<file path="src/rtl/rst_seq.sv">
// rst_seq: sequenced multi-domain reset generator with a debounced button,
// software and trap triggers. rev 1.0
`default_nettype none

module rst_seq #(
  parameter int unsigned N_DOM    = 3,
  parameter int unsigned CNT_W    = 16,
  parameter int unsigned HOLD     = 16'hFFFF,
  parameter int unsigned GAP      = 16,
  parameter int unsigned DEB_CYC  = 8,
  parameter bit          TRAP_RST = 1'b1
) (
  input  logic             clk,
  input  logic             rst_n,
  input  logic             btn_rst,
  input  logic             sw_rst_req,
  input  logic             trap,
  output logic [N_DOM-1:0] dom_rst,
  output logic             rst_done,
  output logic [1:0]       rst_cause
);

  // Counters are loaded with N-1 and tested for zero before decrementing,
  // so the terminal edge lands exactly N edges after the load.
  localparam logic [CNT_W-1:0] HOLD_LD = CNT_W'(HOLD - 1);
  localparam logic [CNT_W-1:0] GAP_LD  = CNT_W'(GAP - 1);
  localparam logic [7:0]       DEB_MAX = 8'(DEB_CYC);

  typedef enum logic [1:0] {
    S_HOLD    = 2'd0,
    S_RELEASE = 2'd1,
    S_RUN     = 2'd2
  } state_t;

  state_t           state;
  logic [CNT_W-1:0] cnt;
  logic             btn_s1;
  logic             btn_s2;
  logic [7:0]       deb_cnt;
  logic             btn_trig;
  logic             run_trig;
  logic             accept;
  logic [N_DOM-1:0] next_dom;

  always_ff @(posedge clk) begin
    if (!rst_n) begin
      btn_s1  <= 1'b0;
      btn_s2  <= 1'b0;
      deb_cnt <= 8'd0;
    end else begin
      btn_s1 <= btn_rst;
      btn_s2 <= btn_s1;
      if (!btn_s2)
        deb_cnt <= 8'd0;
      else if (deb_cnt != DEB_MAX)
        deb_cnt <= deb_cnt + 8'd1;
    end
  end

  assign btn_trig = (deb_cnt == DEB_MAX);
  assign run_trig = (state == S_RUN) && (sw_rst_req || (TRAP_RST && trap));
  assign accept   = btn_trig || run_trig;
  // Shifting zeros in from the bottom releases domains strictly in ascending order.
  assign next_dom = dom_rst << 1;

  always_ff @(posedge clk) begin
    if (!rst_n) begin
      state     <= S_HOLD;
      cnt       <= HOLD_LD;
      dom_rst   <= '1;
      rst_done  <= 1'b0;
      rst_cause <= 2'b00;
    end else if (accept) begin
      state     <= S_HOLD;
      cnt       <= HOLD_LD;
      dom_rst   <= '1;
      rst_done  <= 1'b0;
      if (btn_trig)
        rst_cause <= 2'b01;
      else if (TRAP_RST && trap)
        rst_cause <= 2'b10;
      else
        rst_cause <= 2'b11;
    end else begin
      case (state)
        S_HOLD, S_RELEASE: begin
          if (cnt == '0) begin
            dom_rst <= next_dom;
            cnt     <= GAP_LD;
            if (next_dom == '0) begin
              state    <= S_RUN;
              rst_done <= 1'b1;
            end else begin
              state <= S_RELEASE;
            end
          end else begin
            cnt <= cnt - CNT_W'(1);
          end
        end
        S_RUN: ;
        default: state <= S_HOLD;
      endcase
    end
  end

endmodule

`default_nettype wire

</file>
<file path="config.mk">
export PLATFORM = sky130hd
export DESIGN_NAME = rst_seq
export DESIGN_NICKNAME = d
export VERILOG_FILES = /design/src/rtl/rst_seq.sv
export SDC_FILE = /design/constraint.sdc
export NUM_CORES = 1
export LEC_CHECK = 0
export CORE_MARGIN = 1.5
export CORE_UTILIZATION = 25
export CTS_BUF_LIST = sky130_fd_sc_hd__clkbuf_4 sky130_fd_sc_hd__clkbuf_8 sky130_fd_sc_hd__clkbuf_16
export DETAILED_ROUTE_END_ITERATION = 10
export DONT_BUFFER_PORTS = 1
export SYNTH_ARGS = -nofsm -noshare
export SYNTH_HDL_FRONTEND = slang
export SYNTH_SLANG_ARGS = --single-unit
export TNS_END_PERCENT = 20
</file>
<file path="constraint.sdc">
create_clock -name clk -period 1.7 [get_ports clk]
set_clock_uncertainty 0.2 [all_clocks]
set_input_delay 0.17 -clock clk [delete_from_list [all_inputs] [get_ports clk]]
set_output_delay 0.17 -clock clk [all_outputs]
set_load 0.02 [all_outputs]
</file>
==> flow_metrics.py, run 1 <==
metrics = {
    "status": {
        "outcome": "finished with violations",
        "violations": "setup timing",
    },
    "final_layout": {
        "antennaDiodeCount": 0,
        "multi_input_area_um2": 876,
        "nets": 214,
        "drive_above_1_share_pct": 33.3,
        "fillers": 625,
        "finalInstanceArea_mm2": 0.00209,
        "regArea_um2": 687,
        "syn_to_final_growth_pct": 35.4,
    },
    "drt": {
        "wl_per_cell_um": 10.9,
        "num_vias": 1258,
        "first_pass_iters": 4,
        "postRouteAntennaNets": 0,
        "drc": 0,
        "vias_per_cell": 4.46,
        "drtIter0Drc": 18,
        "routed_wirelength_um": 3080,
    },
    "clock_tree": {
        "clk_latency_ns": 0.28,
        "htreeDepth": 2,
        "root_buffer": "clkbuf_8",
        "numCtsBuffers": 5,
        "path_clk_slew_ns": 0.07,
        "clockBufferDepth": 2,
        "clock_sinks": 34,
        "cts_tree": "done",
    },
    "yosys": {
        "yosysTopAreaCellShare_pct": 44.1,
        "yosys_warnings": 0,
        "synthTopCellsByArea": "dfxtp_1, xnor2_1, nand3_1",
        "yosysSeqAreaShare_pct": 44.1,
        "synth_cells": 164,
        "synth_ff_type": "dfxtp_1",
        "syn_nets": 172,
        "synthDistinctLibCells": 37,
        "async_reset_ff_share_pct": 0,
        "synth_edf_count": 0,
        "synth_common_cells": "dfxtp_1, nand3_1, nor2_1",
        "avgSynthCellArea_um2": 9.41,
        "synth_top_area_cell": "dfxtp_1",
        "ys_seq_elements": 34,
        "syn-cell-area_mm2": 0.00154,
        "yosysMostFrequentCell": "dfxtp_1",
    },
    "pwr": {
        "powerDensity_mw_per_mm2": 732,
        "p_int_uw": 1180,
        "p_comb_share_pct": 6.4,
        "vdd_ir_drop_max_mv": 0.516,
        "p_switching_uw": 347,
        "p_seq_share_pct": 53.3,
        "clkPwrFrac_pct": 40.3,
        "sw_frac_of_total_pct": 22.7,
        "p_leak_uw": 0.000777,
    },
    "floorplan": {
        "die_y_um": 81.6,
        "coreArea_mm2": 0.00596,
        "num_io_pins": 11,
        "core.rowCount": 28,
        "die_w_um": 81.6,
        "start_util_pct": 25.9,
        "fp.dieArea_mm2": 0.00665,
    },
    "global_routing": {
        "grt_pass1_wl_um": 5390,
        "grt_use_total_pct": 10.7,
        "antenna_found_initial": 0,
        "grt_max_degree": 23,
        "overflow": 0,
        "grt_pass1_vias": 1202,
    },
    "critical_path": {
        "crit_family": "simple AND/OR/NAND/NOR gates",
        "crit_buf_inv": 1,
        "slowest_delay_ns": 0.56,
        "cp.required_ns": 1.68,
        "cp-end-kind": "flop",
        "critPathLaunchType": "flop",
        "crit_chain": "or4_4, buf_6, nor4_4, xnor2_1, o21ai_2",
        "cp_max_fo": 2,
        "path_class": "flop to flop",
        "cp.arrival_ns": 1.78,
        "cp_slowest_cell": "or4_4",
    },
    "flow_run": {
        "cap_violations": 0,
    },
    "timing": {
        "rsz0062_at_grt": "yes",
        "max_freq_mhz": 554,
        "setup_ws_ns": -0.105,
        "hold_viol_final": 0,
        "period_needed_ns": 1.81,
        "finalMaxSlewViolations": 0,
        "post-route-period-util_pct": 106,
        "worst_slew_pin_slew_ns": 0.377,
        "max-slew-margin-rel_pct": 74.6,
        "setup_viol": 12,
    },
    "min_path": {
        "hold_path_class": "flop to flop",
    },
    "placed_design": {
        "pre_cts_ws_ns": -0.130,
        "dpl.hpwl_um": 2190,
        "placed_cell_area_mm2": 0.00188,
        "place_congestion": 0.741,
        "io_buffers": 0,
    },
}
==> timing repair <==
action | in CTS | in global routing
pin swaps | 8 | 5
hold endpoints to repair | 12 | 0
hold buffers | 4 | 0
endpoints found under the setup margin | 22 | 28
setup buffers | 1 | 2
gates resized for setup | 4 | 19
==> kinds of logic after synthesis <==
family | Yosys count | share of synthesized area (%)
buffers and inverters | 7 | 1.70
AOI/OAI and AO/OA | 27 | 11.0
muxes | 1 | 0.730
adders and majority gates | 3 | 2.43
xor gates and xnor gates | 18 | 10.2
DFF | 34 | 44.1
and+or+nand+nor | 74 | 29.8
==> power groups by stage <==
| stage | sequential [uW] | clock (uW) | combinational, uW |
|---|---|---|---|
| after CTS | 815 | 641 | 96.0 |
| after detailed placement | 833 | 0 | 87.1 |
| after global placement | 833 | 0 | 85.4 |
| after global routing | 818 | 684 | 110 |
| final | 816 | 617 | 97.4 |
| after floorplan | 838 | 0 | 48.7 |
==> registers in the layout (all words and copies together), names as in the netlist <==
| signal | count |
|---|---|
| state | 2 |
| deb_cnt | 8 |
| btn_s1 | 1 |
| btn_s2 | 1 |
| dom_rst | 3 |
| rst_done | 1 |
| rst_cause | 2 |
| cnt | 16 |
==> metrics by stage <==
stage / TNS (ns) / total power [uW] / std cells / hold slack (ns) / util [%]
after detailed placement: -1.20 / 921 / 267 / 0.0966 / 31.5
after floorplan: -0.123 / 887 / 164 / 0.0917 / -
after CTS: -1.29 / 1550 / 280 / 0.240 / 34.0
after global placement: -1.03 / 919 / 267 / 0.0938 / 31.5
after global routing: -2.61 / 1610 / 282 / 0.254 / 35.1
final: -0.727 / 1530 / 282 / 0.235 / 35.1
==> layout by cell type, fill, tap and decap left out, drive strengths merged, types with 2 or more instances in the layout <==
cell type    count
or2              2
nand2            7
inv              4
dlygate4sd3      4
nor3             9
xor2             8
nor2            15
nand2b           2
or3              4
a21boi           2
dfxtp           34
o21ai           13
and2             3
nor4             5
and3             3
o211ai           2
a21oi            3
nand3           17
clkbuf           6
or4              3
nor2b            2
o31ai            2
o21a             4
buf             34
ha               3
xnor2           10
==> area by class of cell <==
type,instances,share of cell area [%]
Multi-Input combinational cell,123,41.9
Sequential cell,34,32.9
Timing Repair Buffer,38,15.4
Tap cell,75,4.49
Clock buffer,6,3.95
Inverter,4,0.719
Clock inverter,2,0.599
==> path summary, 6_finish.rpt <==
path / cells after the start / to / start / slack, ns
worst min register to register: 1 / btn_s2$_SDFF_PN0_ / btn_s1$_SDFF_PN0_ / 0.24
worst max register to register: 5 / cnt[11]$_SDFFE_PP1P_ / cnt[7]$_SDFFE_PP1P_ / -0.11
worst max-delay path: 5 / cnt[11]$_SDFFE_PP1P_ / cnt[7]$_SDFFE_PP1P_ / -0.11
worst min-delay path: 1 / btn_s2$_SDFF_PN0_ / btn_s1$_SDFF_PN0_ / 0.24
==> metal layers <==
layer / vias to the layer above / share of wire, % / track usage, %
met5: - / 0 / 0
met4: 0 / 1.9 / 4.66
met3: 6 / 2.6 / 3.11
met2: 13 / 45 / 16.4
met1: 577 / 50 / 14.0
li1: 662 / - / -
Note: power is estimated with default switching activity, not from simulation.
==> inputs of run 2 (changes only) <==
--- a/config.mk
+++ b/config.mk
@@ -6,10 +6,11 @@
 export NUM_CORES = 1
 export LEC_CHECK = 0
 export CORE_MARGIN = 1.5
-export CORE_UTILIZATION = 25
+export CORE_UTILIZATION = 55
 export CTS_BUF_LIST = sky130_fd_sc_hd__clkbuf_4 sky130_fd_sc_hd__clkbuf_8 sky130_fd_sc_hd__clkbuf_16
 export DETAILED_ROUTE_END_ITERATION = 10
 export DONT_BUFFER_PORTS = 1
+export PLACE_DENSITY = 0.73
 export SYNTH_ARGS = -nofsm -noshare
 export SYNTH_HDL_FRONTEND = slang
 export SYNTH_SLANG_ARGS = --single-unit
==> run 2 against run 1 <==
Net effect:
- the run still ends with setup timing left
- sequential share of layout area grew 0.42 points
- clock-buffer cell count decreased by 1
- critical path type unchanged
- hold slack improved by 0.042 ns
- non-clock buffer count shrank 2
- combinational power is 9% higher
- die area fell by 53%
==> flow_metrics.py, run 2 (synthesis results as in run 1) <==
metrics = {
    "pwr": {
        "finalPower_uw": 1690,
        "powerDensity_mw_per_mm2": 820,
        "vdd_ir_drop_max_mv": 1.05,
        "p_leak_uw": 0.000799,
    },
    "global_routing": {
        "grt_pass1_wl_um": 6040,
        "grt_max_degree": 13,
        "grt_pass1_vias": 1413,
        "use_met1_pct": 29.8,
        "overflow": 0,
        "grt.busiest_layer": "met2",
        "use_met3_pct": 7.67,
        "antenna_found_initial": 0,
        "use_met2_pct": 42.2,
        "grt_use_total_pct": 24.8,
    },
    "critical_path": {
        "cp.required_ns": 1.76,
        "endpoint": "cnt[11]$_SDFFE_PP1P_",
        "cp.arrival_ns": 1.96,
        "r2r_end": "cnt[11]$_SDFFE_PP1P_",
        "rrSetupSlack_ns": -0.19,
        "cp-end-kind": "flop",
        "cp-startpoint": "cnt[5]$_SDFFE_PP1P_",
        "cp_max_fo": 4,
        "path_class": "flop to flop",
        "timing.rr.start": "cnt[5]$_SDFFE_PP1P_",
        "cp_slowest_cell": "or4_4",
        "slowest_delay_ns": 0.58,
        "crit_chain": "or4_4, buf_4, nor4_4, xnor2_2, o21ai_2",
        "critPathLaunchType": "flop",
        "reg2regPathDepth": 5,
    },
    "status": {
        "outcome": "finished with violations",
        "violations": "setup timing",
    },
    "clock_tree": {
        "clk_latency_ns": 0.35,
        "cts_tree": "done",
        "numCtsBuffers": 5,
        "clockBufferDepth": 2,
        "clock_sinks": 34,
        "path_clk_slew_ns": 0.12,
        "root_buffer": "clkbuf_4",
        "htreeDepth": 2,
    },
    "timing": {
        "finalMaxSlewViolations": 0,
        "max-slew-margin-rel_pct": 74.1,
        "max_freq_mhz": 529,
        "rsz0062_at_grt": "yes",
        "worst_slew_pin_slew_ns": 0.389,
        "setup_ws_ns": -0.191,
        "hold_viol_final": 0,
        "setup_viol": 20,
        "period_needed_ns": 1.89,
        "post-route-period-util_pct": 111,
    },
    "drt": {
        "postRouteAntennaNets": 0,
        "wl_per_cell_um": 15.3,
        "first_pass_iters": 4,
        "drc": 0,
        "routed_wirelength_um": 3610,
        "drtIter0Drc": 62,
        "vias_per_cell": 5.67,
        "num_vias": 1339,
    },
    "floorplan": {
        "fp.dieArea_mm2": 0.00313,
        "start_util_pct": 56.9,
        "die_w_um": 56.0,
        "num_io_pins": 11,
        "core.rowCount": 19,
        "die_y_um": 56.0,
        "coreArea_mm2": 0.00271,
    },
    "final_layout": {
        "layout_common_cells": "dfxtp_1, buf_4, nor2_1",
        "fillers": 169,
        "reg_top3": "cnt: 16 flops, deb_cnt: 8 flops, dom_rst: 3 flops",
        "largest_register": "cnt",
        "drive_above_1_share_pct": 34.6,
        "largest_reg_flops": 16,
        "layout_commonest_cell": "dfxtp_1",
        "antennaDiodeCount": 0,
        "nets": 212,
        "syn_to_final_growth_pct": 33.7,
        "finish.utilization_pct": 76.1,
        "fin_cells": 236,
        "finalInstanceArea_mm2": 0.00206,
    },
    "placed_design": {
        "io_buffers": 0,
        "placed_cell_area_mm2": 0.00183,
        "dpl.hpwl_um": 2240,
        "dp.cells": 223,
        "place_congestion": 0.878,
    },
    "flow_run": {
        "cap_violations": 0,
    },
    "min_path": {
        "hold_path_class": "flop to flop",
    },
}
run 2: worst min path at each step:
stage	from	end	slack, ns	cells past startpoint
after floorplan	rst_n	btn_s1$_SDFF_PN0_	0.09	1
after global placement	rst_n	btn_s2$_SDFF_PN0_	0.09	1
after detailed placement	rst_n	btn_s2$_SDFF_PN0_	0.10	1
after CTS	btn_s1$_SDFF_PN0_	btn_s2$_SDFF_PN0_	0.27	1
after global routing	btn_s1$_SDFF_PN0_	btn_s2$_SDFF_PN0_	0.28	1
final	btn_s1$_SDFF_PN0_	btn_s2$_SDFF_PN0_	0.28	1
run 2: critical path, delay by kind of cell (launching register included):
family,cells,cell delay [ns]
and+or+nand+nor,2,0.84
DFF,1,0.36
xor gates and xnor gates,1,0.17
AOI/OAI and AO/OA,1,0.06
buffers and inverters,1,0.17
run 2: final cells by class:
class | instances | area, um^2 | area share, %
Multi-Input combinational cell | 123 | 903 | 43.8
Sequential cell | 34 | 687 | 33.3
Timing Repair Buffer | 36 | 313 | 15.2
Clock inverter | 3 | 68.8 | 3.34
Tap cell | 31 | 38.8 | 1.88
Clock buffer | 5 | 37.5 | 1.82
Inverter | 4 | 15.0 | 0.728
run 2: report_power, final:
part	leakage [uW]	total [uW]	switching (uW)	internal (uW)
logic	0.000469	106	53.0	52.5
registers	0.000275	818	9.27	809
clock network	0.0000554	769	309	460
run 2: repair_timing:
item,in CTS,in global routing
pin swaps,12,5
endpoints found under the hold margin,16,0
setup buffers,0,1
resized for setup,13,11
hold buffers,4,0
cloned,0,0
setup endpoints to repair,28,29
run 2: layer usage:
metal  up-vias  routed length (um)
met5         -                   0
met4         0                  45
met3         6                 209
met2        44                1750
met1       630                1600
li1        659                   -
run 2: metrics by stage:
step,worst slack [ns],hold WS (ns),setup TNS [ns]
floorplan,-0.0283,0.0917,-0.123
global placement,-0.0750,0.0944,-0.719
detailed placement,-0.103,0.101,-1.28
CTS,-0.107,0.270,-1.09
global route,-0.214,0.283,-3.30
finish,-0.191,0.277,-1.81
